`src/rtl/multicycle_controller_if.sv`:
```
// Control bundle between the multicycle controller and the shared datapath.
// The instruction fields and status flags come in; the selects and write enables go out.
interface multicycle_controller_if;
  logic [6:0] op;
  logic [2:0] funct3;
  logic       funct7b5;
  logic       zero;
  logic       mem_ready;
  logic [1:0] immsrc;
  logic [1:0] alusrca;
  logic [1:0] alusrcb;
  logic [1:0] resultsrc;
  logic [2:0] alucontrol;
  logic       adrsrc;
  logic       irwrite;
  logic       pcwrite;
  logic       regwrite;
  logic       memwrite;
  logic       illegal;

  modport master (
    input  op, funct3, funct7b5, zero, mem_ready,
    output immsrc, alusrca, alusrcb, resultsrc, alucontrol,
    output adrsrc, irwrite, pcwrite, regwrite, memwrite, illegal
  );

  modport slave (
    output op, funct3, funct7b5, zero, mem_ready,
    input  immsrc, alusrca, alusrcb, resultsrc, alucontrol,
    input  adrsrc, irwrite, pcwrite, regwrite, memwrite, illegal
  );
endinterface

```
`src/rtl/multicycle_controller.sv`:
```
// Main control FSM of the multicycle RV32I core (lw, sw, R, I, beq, jal).
// Define CTRL_ILLEGAL_TRAP_EN to trap unknown opcodes and raise illegal.
module multicycle_controller (
  input  logic clk,
  input  logic reset_n,
  multicycle_controller_if.master bus
);

  typedef enum logic [3:0] {
    FETCH, DECODE, MEMADR, MEMREAD, MEMWB, MEMWRITE,
    EXECUTER, EXECUTEI, ALUWB, BEQ, JAL, TRAP
  } state_t;

  localparam logic [6:0] OP_LW  = 7'b0000011;
  localparam logic [6:0] OP_SW  = 7'b0100011;
  localparam logic [6:0] OP_R   = 7'b0110011;
  localparam logic [6:0] OP_I   = 7'b0010011;
  localparam logic [6:0] OP_BEQ = 7'b1100011;
  localparam logic [6:0] OP_JAL = 7'b1101111;

  state_t state;

  always_ff @(posedge clk) begin
    if (!reset_n) begin
      state <= FETCH;
    end else begin
      case (state)
        FETCH:    if (bus.mem_ready) state <= DECODE;
        DECODE: begin
          case (bus.op)
            OP_LW, OP_SW: state <= MEMADR;
            OP_R:         state <= EXECUTER;
            OP_I:         state <= EXECUTEI;
            OP_BEQ:       state <= BEQ;
            OP_JAL:       state <= JAL;
`ifdef CTRL_ILLEGAL_TRAP_EN
            default:      state <= TRAP;
`else
            default:      state <= FETCH;
`endif
          endcase
        end
        MEMADR:   state <= bus.op[5] ? MEMWRITE : MEMREAD;
        MEMREAD:  if (bus.mem_ready) state <= MEMWB;
        MEMWB:    state <= FETCH;
        MEMWRITE: if (bus.mem_ready) state <= FETCH;
        EXECUTER: state <= ALUWB;
        EXECUTEI: state <= ALUWB;
        ALUWB:    state <= FETCH;
        BEQ:      state <= FETCH;
        JAL:      state <= ALUWB;
        TRAP:     state <= TRAP;
        default:  state <= FETCH;
      endcase
    end
  end

  logic       pcupdate, branch, irw, rw, mw;
  logic [1:0] aluop;

  always_comb begin
    pcupdate      = 1'b0;
    branch        = 1'b0;
    irw           = 1'b0;
    rw            = 1'b0;
    mw            = 1'b0;
    aluop         = 2'b00;
    bus.adrsrc    = 1'b0;
    bus.alusrca   = 2'b00;
    bus.alusrcb   = 2'b00;
    bus.resultsrc = 2'b00;
    case (state)
      FETCH: begin
        irw           = bus.mem_ready;
        pcupdate      = bus.mem_ready;
        bus.alusrcb   = 2'b10;
        bus.resultsrc = 2'b10;
      end
      DECODE: begin
        bus.alusrca = 2'b01;
        bus.alusrcb = 2'b01;
      end
      MEMADR: begin
        bus.alusrca = 2'b10;
        bus.alusrcb = 2'b01;
      end
      MEMREAD:  bus.adrsrc = 1'b1;
      MEMWB: begin
        bus.resultsrc = 2'b01;
        rw            = 1'b1;
      end
      MEMWRITE: begin
        bus.adrsrc = 1'b1;
        mw         = 1'b1;
      end
      EXECUTER: begin
        bus.alusrca = 2'b10;
        aluop       = 2'b10;
      end
      EXECUTEI: begin
        bus.alusrca = 2'b10;
        bus.alusrcb = 2'b01;
        aluop       = 2'b10;
      end
      ALUWB:    rw = 1'b1;
      BEQ: begin
        bus.alusrca = 2'b10;
        aluop       = 2'b01;
        branch      = 1'b1;
      end
      JAL: begin
        bus.alusrca = 2'b01;
        bus.alusrcb = 2'b10;
        pcupdate    = 1'b1;
      end
      default: ;
    endcase
  end

  always_comb begin
    bus.alucontrol = 3'b000;
    if (aluop == 2'b01) begin
      bus.alucontrol = 3'b001;
    end else if (aluop == 2'b10) begin
      case (bus.funct3)
        3'b000:  bus.alucontrol = {2'b00, bus.op[5] & bus.funct7b5};
        3'b010:  bus.alucontrol = 3'b101;
        3'b110:  bus.alucontrol = 3'b011;
        3'b111:  bus.alucontrol = 3'b010;
        default: bus.alucontrol = 3'b000;
      endcase
    end
  end

  always_comb begin
    bus.immsrc = 2'b00;
    unique case (1'b1)
      bus.op == OP_SW:  bus.immsrc = 2'b01;
      bus.op == OP_BEQ: bus.immsrc = 2'b10;
      bus.op == OP_JAL: bus.immsrc = 2'b11;
      default:          bus.immsrc = 2'b00;
    endcase
  end

  // Reset kills every write enable immediately, even before the edge lands.
  assign bus.irwrite  = reset_n & irw;
  assign bus.pcwrite  = reset_n & (pcupdate | (branch & bus.zero));
  assign bus.regwrite = reset_n & rw;
  assign bus.memwrite = reset_n & mw;

`ifdef CTRL_ILLEGAL_TRAP_EN
  assign bus.illegal = (state == TRAP);
`else
  assign bus.illegal = 1'b0;
`endif

endmodule

```
`src/flat_wrapper.sv`:
```
// flat-port wrapper written by rule: the top's interface ports become plain ports
module multicycle_controller_flat 
  (clk, reset_n, bus_op, bus_funct3, bus_funct7b5, bus_zero, bus_mem_ready, bus_immsrc, bus_alusrca, bus_alusrcb, bus_resultsrc, bus_alucontrol, bus_adrsrc, bus_irwrite, bus_pcwrite, bus_regwrite, bus_memwrite, bus_illegal);
  multicycle_controller_if bus_i ();
  input  logic clk;
  input  logic reset_n;
  input wire logic [$bits(bus_i.op)-1:0] bus_op;
  input wire logic [$bits(bus_i.funct3)-1:0] bus_funct3;
  input wire logic [$bits(bus_i.funct7b5)-1:0] bus_funct7b5;
  input wire logic [$bits(bus_i.zero)-1:0] bus_zero;
  input wire logic [$bits(bus_i.mem_ready)-1:0] bus_mem_ready;
  output wire logic [$bits(bus_i.immsrc)-1:0] bus_immsrc;
  output wire logic [$bits(bus_i.alusrca)-1:0] bus_alusrca;
  output wire logic [$bits(bus_i.alusrcb)-1:0] bus_alusrcb;
  output wire logic [$bits(bus_i.resultsrc)-1:0] bus_resultsrc;
  output wire logic [$bits(bus_i.alucontrol)-1:0] bus_alucontrol;
  output wire logic [$bits(bus_i.adrsrc)-1:0] bus_adrsrc;
  output wire logic [$bits(bus_i.irwrite)-1:0] bus_irwrite;
  output wire logic [$bits(bus_i.pcwrite)-1:0] bus_pcwrite;
  output wire logic [$bits(bus_i.regwrite)-1:0] bus_regwrite;
  output wire logic [$bits(bus_i.memwrite)-1:0] bus_memwrite;
  output wire logic [$bits(bus_i.illegal)-1:0] bus_illegal;
  assign bus_i.op = bus_op;
  assign bus_i.funct3 = bus_funct3;
  assign bus_i.funct7b5 = bus_funct7b5;
  assign bus_i.zero = bus_zero;
  assign bus_i.mem_ready = bus_mem_ready;
  assign bus_immsrc = bus_i.immsrc;
  assign bus_alusrca = bus_i.alusrca;
  assign bus_alusrcb = bus_i.alusrcb;
  assign bus_resultsrc = bus_i.resultsrc;
  assign bus_alucontrol = bus_i.alucontrol;
  assign bus_adrsrc = bus_i.adrsrc;
  assign bus_irwrite = bus_i.irwrite;
  assign bus_pcwrite = bus_i.pcwrite;
  assign bus_regwrite = bus_i.regwrite;
  assign bus_memwrite = bus_i.memwrite;
  assign bus_illegal = bus_i.illegal;
  multicycle_controller u_core (.clk(clk), .reset_n(reset_n), .bus(bus_i));
endmodule
```
`config.mk`:
```
export PLATFORM = sky130hd
export DESIGN_NAME = multicycle_controller_flat
export DESIGN_NICKNAME = d
export VERILOG_FILES = /design/src/rtl/multicycle_controller_if.sv /design/src/rtl/multicycle_controller.sv /design/src/flat_wrapper.sv
export SDC_FILE = /design/constraint.sdc
export NUM_CORES = 1
export LEC_CHECK = 0
export BUFFER_PORTS_ARGS = -buffer_cell sky130_fd_sc_hd__buf_2
export CAP_MARGIN = 30
export CORE_MARGIN = 1.5
export CORE_UTILIZATION = 48
export CTS_BUF_LIST = sky130_fd_sc_hd__clkbuf_16
export DETAILED_ROUTE_END_ITERATION = 10
export GPL_TIMING_DRIVEN = 0
export PLACE_DENSITY = 0.83
export SLEW_MARGIN = 5
export SYNTH_ARGS = -nofsm -noshare
export SYNTH_HDL_FRONTEND = slang
export SYNTH_SLANG_ARGS = --single-unit
```
`constraint.sdc`:
```
create_clock -name clk -period 3.76 [get_ports clk]
set_clock_uncertainty 0.15 [all_clocks]
set_input_delay 0.376 -clock clk [delete_from_list [all_inputs] [get_ports clk]]
set_output_delay 0.376 -clock clk [all_outputs]
set_load 0.05 [all_outputs]
```
==> run_results.csv <==
group,metric,value,unit
floorplan,dieArea,0.001608,mm2
logic_synthesis,synthCells,99,
worst_setup_path,critPathRequiredTime,3.23,ns
finish,final_cell_count_no_fill,146,
worst_setup_path,cp-start-kind,"flip-flop",
timing,rsz0062_at_grt,"false",
finish,final_nets,148,
cts,clockRootBuffer,"clkbuf_16",
timing,fin_tns_setup,0,ns
logic_synthesis,synth_seq_cells,4,
floorplan,initial_core_util,51.41,%
timing,final_max_slew_viol_count,0,
place,place_area,824.5,um2
worst_setup_path,worstPathArrival,1.77,ns
finish,area_growth,36.17,%
flow_run,maxCapViolations,0,
cts,clk_latency,0.22,ns
pwr,powerDensity,322.8,mW/mm2
floorplan,dieWidth,40.10,um
cts,clk_path_buf_depth,2,
floorplan,row_count,13,
logic_synthesis,synthFlopType,"dfxtp_1",
logic_synthesis,syn-cell-area,660.6,um2
timing,fin_ws,1.462,ns
routing,viasPerCell,5.829,
outcome,run_status,"finished, final reports clean",
finish,fillers,115,
finish,multi_input_area,505.5,um2
worst_setup_path,cp_max_fo,10,
finish,num_antenna_cells,0,
global_route,grt_pass1_wl,2.911,mm
timing,whs,0.3470,ns
cts,cts.hold.buffers_added,0,
logic_synthesis,syn_avg_cell_area,6.673,um2
global_route,grt_pass1_vias,719,
place,place_ws,1.726,ns
place,dp.cells,143,
worst_setup_path,critPathCaptureType,"output port",
worst_setup_path,path_class,"reg2out",
floorplan,die_h,40.10,um
finish,final_area,899.6,um2
routing,num_vias,851,
finish,top_regs,"u_core.state x4",
finish,regMostFlops,"u_core.state",
timing,setup_viol,0,
timing,finalHoldViolCount,0,
finish,final_util,70.01,%
timing,fin_crit,2.298,ns
global_route,grt_usage,26.73,%
routing,drt-total-wl,1.934,mm
global_route,antenna_found_initial,0,
logic_synthesis,yosysWarningCount,0,
cts,cts_setup_buffers,0,
finish,seqCellArea,80.08,um2
logic_synthesis,synth-edff-count,0,
global_route,grt_overflow,0,
place,dpl.hpwl,1.410,mm
routing,wl_per_cell,13.25,um
place,io_buffers,29,
cts,cts_tree,"yes",
cts,ctsResizeCount,0,
place,gp_congestion,0.8697,
routing,first_pass_iters,4,
floorplan,io_pins,32,
logic_synthesis,synth-async-reset-ratio,0,%
pwr,total_power,0.2904,mW
timing,period_share,61.13,%
timing,timing.fmax,435.1,MHz
hold_path,hp-class,"in2reg",
cts,clock_sinks,4,
logic_synthesis,synth.net_count,114,
cts,cts_inserted_buffers,3,
finish,largest_register_ff_count,4,
routing,drc,0,
floorplan,core_area,0.001285,mm2
routing,drtAntennaViolNets,0,
routing,drt_iter0_markers,22,
global_route,grt_max_degree,11,
pwr,peakVddDrop,0.3911,mV
finish,drive_gt1_share,32.06,%
cts,cts-htree-levels,1,
logic_synthesis,synth_seq_area_share,12.12,%
cts,clkSlewWorstSetupHoldPaths,0.03,ns
logic_synthesis,post_synth_num_cell_types,39,
pwr,p_leak,0.4724,nW
==> cells in the mapped netlist, types with 3 or more instances <==
library cell   n  area (um2)
buf_2          6       30.03
nor3_1         7       35.03
xor2_1         3       26.28
dfxtp_1        4       80.08
nand2_1        6       22.52
nand2b_1       5       31.28
inv_1          6       22.52
nand3_1        3       15.01
nor2_1        15       56.30
and3_1         3       18.77
a21oi_1        6       30.03
==> layer usage <==
layer,GRT usage [%],vias up,share of wire [%]
li1,-,416,-
met1,29.00,382,41
met2,49.60,49,52
met3,8.333,4,6.8
met4,6.034,0,0.78
met5,0,-,0
==> layout make-up <==
class / instances / share of cell area [%]
tap: 15 / 2.086
sequential: 4 / 8.901
inverter: 6 / 2.503
timing repair buffer: 29 / 16.13
buffer: 9 / 5.841
multi-input combinational: 80 / 56.19
clock buffer: 3 / 8.345
==> worst paths after layout <==
check | startpoint | endpoint | slack [ns] | cells after the start
setup reg to reg | u_core.state[0] | u_core.state[0] | 2.03 | 5
hold / removal | reset_n | u_core.state[1] | 0.35 | 2
hold reg to reg | u_core.state[1] | u_core.state[1] | 0.53 | 3
setup / recovery | u_core.state[1] | bus_pcwrite | 1.46 | 6
==> cell usage in the layout, fill, tap and decap left out, types with 2 or more instances in the layout <==
cell and n:
buf_2 35, nor2_1 15, nor3_1 7, inv_1 6, a21oi_1 6, nand2_1 6
nand2b_1 5, dfxtp_1 4, xor2_1 3, nand3_1 3, and3_1 3, clkbuf_16 3
nor4_1 2, nor2b_1 2, o32ai_1 2, nand3b_1 2, nor4b_4 2, o21ai_0 2
o31ai_1 2
==> where the power goes <==
group          switching (mW)  internal, mW  total [mW]
clock network          0.0297         0.136       0.166
registers            0.000406        0.0439      0.0443
logic                  0.0540        0.0265      0.0805
==> worst max-delay path, cell delays in order (launching register included) <==
cell     delay, ns
dfxtp_1       0.41
buf_2         0.27
nor2b_1       0.20
a21oi_1       0.06
o32a_1        0.17
nor3b_1       0.16
buf_2         0.29
==> kinds of logic after synthesis <==
| family | count (synthesis) | share of synthesized area (%) |
|---|---|---|
| and+or+nand+nor | 53 | 47.35 |
| AOI/OAI and AO/OA | 21 | 21.78 |
| buffers and inverters | 15 | 11.36 |
| xor gates and xnor gates | 4 | 5.304 |
| DFF | 4 | 12.12 |
| muxes | 1 | 1.515 |
| other | 1 | 0.5676 |
No activity file was read; power rests on OpenSTA's default activity.
